## src/rtl/pwm_pkg.sv

```systemverilog
// Shared constants and dead-time state encoding for the multi-channel PWM.
// Dead-time insertion in pwm_multi_dt is enabled by defining PWM_DEADTIME_EN.
package pwm_pkg;

  localparam int unsigned PWM_WIDTH    = 11;
  localparam int unsigned PWM_NCH      = 2;
  localparam int unsigned PWM_DT_WIDTH = 6;

  typedef enum logic [1:0] {
    LO         = 2'd0,
    HI         = 2'd1,
    DEAD_TO_HI = 2'd2,
    DEAD_TO_LO = 2'd3
  } dt_state_t;

endpackage

```

## src/rtl/pwm_dt_chan.sv

```systemverilog
// One channel's dead-time generator: turns the registered compare into a
// non-overlapping high-side/low-side pair with a programmable gap.
module pwm_dt_chan
  import pwm_pkg::*;
#(
  parameter int unsigned DT_WIDTH = PWM_DT_WIDTH
) (
  input  logic                clk,
  input  logic                rst_n,
  input  logic                raw,
  input  logic [DT_WIDTH-1:0] deadtime,
  output logic                hi,
  output logic                lo
);

  localparam int unsigned CW = DT_WIDTH + 1;

  dt_state_t           state_q, state_d;
  logic [DT_WIDTH-1:0] dt_cnt_q, dt_cnt_d;
  logic                hi_q, hi_d;
  logic                lo_q, lo_d;
  logic                dt_zero_c;
  logic                dt_done_c;

  // Next state; a compare reversal inside a gap restarts the opposite gap
  always_comb begin
    state_d   = state_q;
    dt_cnt_d  = dt_cnt_q;
    dt_zero_c = (deadtime == '0);
    dt_done_c = (CW'(dt_cnt_q) + CW'(1)) >= CW'(deadtime);
    case (state_q)
      LO: begin
        if (raw) begin
          state_d  = dt_zero_c ? HI : DEAD_TO_HI;
          dt_cnt_d = '0;
        end
      end
      HI: begin
        if (!raw) begin
          state_d  = dt_zero_c ? LO : DEAD_TO_LO;
          dt_cnt_d = '0;
        end
      end
      DEAD_TO_HI: begin
        if (!raw) begin
          state_d  = DEAD_TO_LO;
          dt_cnt_d = '0;
        end else if (dt_done_c) begin
          state_d = HI;
        end else begin
          dt_cnt_d = dt_cnt_q + DT_WIDTH'(1);
        end
      end
      DEAD_TO_LO: begin
        if (raw) begin
          state_d  = DEAD_TO_HI;
          dt_cnt_d = '0;
        end else if (dt_done_c) begin
          state_d = LO;
        end else begin
          dt_cnt_d = dt_cnt_q + DT_WIDTH'(1);
        end
      end
      default: begin
        state_d  = DEAD_TO_LO;
        dt_cnt_d = '0;
      end
    endcase
    hi_d = (state_d == HI);
    lo_d = (state_d == LO);
  end

  always_ff @(posedge clk or negedge rst_n) begin
    if (!rst_n) begin
      state_q  <= DEAD_TO_LO;
      dt_cnt_q <= '0;
      hi_q     <= 1'b0;
      lo_q     <= 1'b0;
    end else begin
      state_q  <= state_d;
      dt_cnt_q <= dt_cnt_d;
      hi_q     <= hi_d;
      lo_q     <= lo_d;
    end
  end

  assign hi = hi_q;
  assign lo = lo_q;

endmodule

```

## src/rtl/pwm_multi_dt.sv

```systemverilog
// Multi-channel PWM: shared period counter, double-buffered duty, per-channel
// compare and complementary outputs. Define PWM_DEADTIME_EN for dead-time.
module pwm_multi_dt
  import pwm_pkg::*;
#(
  parameter int unsigned WIDTH    = PWM_WIDTH,
  parameter int unsigned NCH      = PWM_NCH,
  parameter int unsigned DT_WIDTH = PWM_DT_WIDTH
) (
  input  logic                  clk,
  input  logic                  rst_n,
  input  logic [NCH*WIDTH-1:0]  duty,
  input  logic                  duty_vld,
  input  logic [DT_WIDTH-1:0]   deadtime,
  output logic                  period_start,
  output logic [NCH-1:0]        pwm_hi,
  output logic [NCH-1:0]        pwm_lo
);

  localparam int unsigned DW = NCH * WIDTH;
  localparam logic [WIDTH-1:0] CNT_MAX = '1;

  logic [WIDTH-1:0] cnt_q, cnt_d;
  logic [DW-1:0]    pending_q, pending_d;
  logic [DW-1:0]    active_q, active_d;
  logic [NCH-1:0]   raw_q, raw_d;
  logic             period_start_q, period_start_d;
  logic             last_c;

  // A strobe on the last cycle of a period goes straight into active
  always_comb begin
    last_c         = (cnt_q == CNT_MAX);
    cnt_d          = cnt_q + WIDTH'(1);
    pending_d      = duty_vld ? duty : pending_q;
    active_d       = last_c ? pending_d : active_q;
    period_start_d = last_c;
    raw_d          = '0;
    for (int i = 0; i < int'(NCH); i++) begin
      raw_d[i] = (cnt_q < active_q[i*WIDTH +: WIDTH]);
    end
  end

  always_ff @(posedge clk or negedge rst_n) begin
    if (!rst_n) begin
      cnt_q          <= '0;
      pending_q      <= '0;
      active_q       <= '0;
      raw_q          <= '0;
      period_start_q <= 1'b0;
    end else begin
      cnt_q          <= cnt_d;
      pending_q      <= pending_d;
      active_q       <= active_d;
      raw_q          <= raw_d;
      period_start_q <= period_start_d;
    end
  end

  assign period_start = period_start_q;

`ifdef PWM_DEADTIME_EN
  for (genvar g = 0; g < int'(NCH); g++) begin : g_chan
    pwm_dt_chan #(
      .DT_WIDTH (DT_WIDTH)
    ) u_chan (
      .clk      (clk),
      .rst_n    (rst_n),
      .raw      (raw_q[g]),
      .deadtime (deadtime),
      .hi       (pwm_hi[g]),
      .lo       (pwm_lo[g])
    );
  end
`else
  logic [NCH-1:0] hi_q, hi_d;
  logic [NCH-1:0] lo_q, lo_d;
  logic           unused_deadtime_c;

  assign unused_deadtime_c = ^deadtime;

  // Plain complementary outputs, no gap
  always_comb begin
    hi_d = raw_q;
    lo_d = ~raw_q;
  end

  always_ff @(posedge clk or negedge rst_n) begin
    if (!rst_n) begin
      hi_q <= '0;
      lo_q <= '0;
    end else begin
      hi_q <= hi_d;
      lo_q <= lo_d;
    end
  end

  assign pwm_hi = hi_q;
  assign pwm_lo = lo_q;
`endif

endmodule
```

## config.mk

```make
export PLATFORM = sky130hd
export DESIGN_NAME = pwm_multi_dt
export DESIGN_NICKNAME = d
export VERILOG_FILES = /design/src/rtl/pwm_pkg.sv /design/src/rtl/pwm_dt_chan.sv /design/src/rtl/pwm_multi_dt.sv
export SDC_FILE = /design/constraint.sdc
export NUM_CORES = 1
export LEC_CHECK = 0
export BUFFER_PORTS_ARGS = -buffer_cell sky130_fd_sc_hd__buf_4
export CAP_MARGIN = 20
export CORE_MARGIN = 4
export CORE_UTILIZATION = 55
export CTS_BUF_LIST = sky130_fd_sc_hd__clkbuf_4 sky130_fd_sc_hd__clkbuf_8
export DETAILED_ROUTE_END_ITERATION = 10
export GPL_ROUTABILITY_DRIVEN = 0
export PLACE_DENSITY = 0.8
export SLEW_MARGIN = 20
export SYNTH_ARGS = -nofsm -noshare
export SYNTH_HDL_FRONTEND = slang
export SYNTH_SLANG_ARGS = --single-unit
```

## constraint.sdc

```tcl
create_clock -name clk -period 1.76 [get_ports clk]
set_input_delay 0.088 -clock clk [delete_from_list [all_inputs] [get_ports clk]]
set_output_delay 0.088 -clock clk [all_outputs]
set_load 0.005 [all_outputs]
```

==> flow_metrics.py <==
metrics = {
    "outcome": {
        "status": "finished clean",
    },
    "layout": {
        "post-route-cell-area_um2": 3560,
        "syn_to_final_growth_pct": 24.8,
        "drive_gt1_share_pct": 35.4,
        "layout_commonest_cell": "dfrtp_1",
        "final_cell_mix": "dfrtp_1, buf_4, inv_1, mux2_2, dlygate4sd3_1",
        "final_nets": 326,
        "diodes": 0,
        "final_cells": 344,
    },
    "floorplan": {
        "rows": 25,
        "io_pins": 36,
        "fp.dieH_um": 80.1,
        "coreArea_um2": 4880,
        "die_w_um": 80.1,
        "initial_core_util_pct": 58.5,
        "die-area_um2": 6410,
    },
    "synthesis": {
        "ys_seq_area_share_pct": 54.3,
        "ys_ff_latch": 62,
        "synth.top_cell.area_share_pct": 54.3,
        "syn_avg_cell_area_um2": 13.7,
        "synth_cells": 209,
        "synth_largest_area_cell": "dfrtp_1",
        "syn_nets": 261,
        "synthTopCellsByArea": "dfrtp_1, mux2_4, mux2_2",
        "syn-cell-area_um2": 2860,
        "yosysWarnings": 0,
        "synthDistinctLibCells": 24,
    },
    "power": {
        "p_per_area_nw_per_um2": 811,
        "leakage_nw": 1.80,
        "ir_drop_v": 0.000725,
        "comb_power_share_pct": 10.2,
        "p_sw_w": 0.000638,
        "p_clk_share_pct": 36.4,
        "power_w": 0.00289,
        "p_seq_share_pct": 53.4,
        "switching_share_pct": 22.1,
        "intPower_w": 0.00225,
    },
    "timing": {
        "skew_ps": 4.51,
        "timing.setup.tns_ps": 0,
        "setup-violations-final": 0,
        "fin_crit_ps": 1640,
        "final_hold_viol_count": 0,
        "timing.final.crit_share_pct": 93.2,
        "tightest_slew_ps": 763,
        "slew_violations": 0,
        "grt_setup_unrepaired": "no",
        "relSlewSlack_pct": 49.1,
        "fmax_mhz": 609,
    },
    "grt": {
        "grt_max_degree": 63,
        "gr-total-overflow": 0,
        "grt_pass1_wl_um": 8360,
        "grt_use_total_pct": 17.8,
        "antenna_found_initial": 0,
        "grt_pass1_vias": 1895,
    },
    "clock_tree": {
        "cts-root-buf": "clkbuf_8",
        "cts_tree": "yes",
        "cts.sinks": 62,
        "clk_pin_slew_ps": 60,
        "insertion_delay_ps": 330,
        "cts-htree-levels": 3,
        "numCtsBuffers": 9,
        "cts_buffer_depth": 2,
    },
    "routing": {
        "wire_per_inst_um": 13.9,
        "wl_um": 4790,
        "vias_per_cell": 5.02,
        "drtAntennaViolNets": 0,
        "drt_iter0_markers": 84,
        "dr.pass1.iters": 4,
        "drc": 0,
        "vias": 1727,
    },
    "worst_setup_path": {
        "path_cells": "nand4_2 -> nor2_4 -> nand4_4 -> buf_4 -> mux2_4",
        "worstPathMaxFanout": 11,
        "cp-start-kind": "flip-flop",
        "cp.arrival_ps": 1860,
        "cp.required_ps": 1980,
        "endpoint_kind": "flip-flop",
        "cpPeakStageDelay_ps": 490,
        "path_class": "flip-flop to flip-flop",
        "crit_buf_inv": 1,
        "critPathTopFamily": "flip-flops",
        "crit_slowest_cell": "dfrtp_1",
    },
    "place": {
        "dpl.hpwl_um": 3080,
        "dp_cells": 307,
        "io_buffers": 29,
        "place_area_um2": 3170,
    },
    "job": {
        "max_cap_viol_count": 0,
    },
    "hold_path": {
        "hold_path_class": "primary input to flip-flop",
    },
}
cells in the mapped netlist:
cell     number
dfrtp_1      62
inv_1        24
mux2_2       24
ha_1         21
mux2_4       20
nand2_1       7
a21oi_1       6
nor2_1        6
xnor2_1       6
nand3_1       5
nor2b_1       4
o21ai_0       4
xor2_1        3
a21o_1        2
a31oi_1       2
buf_2         2
buf_6         2
nand4_1       2
o311a_1       2
and3_1        1
and4_1        1
nand4_2       1
nand4_4       1
nor2_4        1
what timing repair did:
| action | CTS | global route |
|---|---|---|
| setup endpoints to repair | 0 | 21 |
| resized for setup | 0 | 1 |
| buffers inserted | 0 | 1 |
| hold endpoints to repair | 83 | 0 |
| hold buffers | 22 | 0 |
worst paths after layout:
kind / startpoint / endpoint / slack [ps] / cells past startpoint
min: duty[5] / pending_q[5] / 30 / 2
min reg2reg: hi_d[1] / pwm_hi[1] / 370 / 0
max reg2reg: cnt_q[2] / active_q[16] / 120 / 5
max: cnt_q[2] / active_q[16] / 120 / 5
max in group asynchronous: rst_n / pending_q[21] / 870 / 2
min in group asynchronous: rst_n / pending_q[18] / 360 / 2
area by class of cell:
| type | count | area [um2] |
|---|---|---|
| Sequential cell | 62 | 1550 |
| Fill cell | 361 | 1320 |
| Multi-Input combinational cell | 119 | 1180 |
| Timing Repair Buffer | 58 | 490 |
| Clock buffer | 12 | 153 |
| Inverter | 24 | 90.1 |
| Tap cell | 67 | 83.8 |
| Clock inverter | 2 | 10.0 |
sequential cells by signal, summed over array words and instances (netlist names):
register / count
pwm_hi: 2
pending_q: 22
period_start: 1
active_q: 22
hi_d: 2
pwm_lo: 2
cnt_q: 11
stage by stage:
step	hold WS [ps]	util (%)	setup slack, ps
after detailed placement	218	64.9	55.8
after global routing	8.91	73.0	27.2
after floorplan	-208	-	196
after CTS	1.28	72.8	41.6
final	28.0	73.0	119
after global placement	208	64.9	88.9
kinds of logic (layout without fill, tap and decap cells):
group / count (synthesis) / count (layout) / share of synthesized area [%]
mux: 44 / 44 / 20.0
xor+xnor: 9 / 9 / 2.76
flops: 62 / 62 / 54.3
simple gates: 29 / 29 / 6.00
fa+ha+maj: 21 / 21 / 9.20
buf+inv: 28 / 96 / 4.29
compound gates: 16 / 16 / 3.42
per-layer routing:
metal	track usage [%]	part of all wire, %
met5	0	0
met4	6.59	1.7
met3	7.06	4.1
met2	30.5	52
met1	19.8	42
power groups by stage:
| stage | Sequential [W] | Combinational, W | Clock (W) |
|---|---|---|---|
| floorplan | 0.00156 | 0.000151 | 0 |
| global placement | 0.00157 | 0.000247 | 0 |
| detailed placement | 0.00157 | 0.000258 | 0 |
| CTS | 0.00155 | 0.000297 | 0.00110 |
| global route | 0.00155 | 0.000329 | 0.00116 |
| finish | 0.00154 | 0.000294 | 0.00105 |
Power figures use the tool's default switching activity.
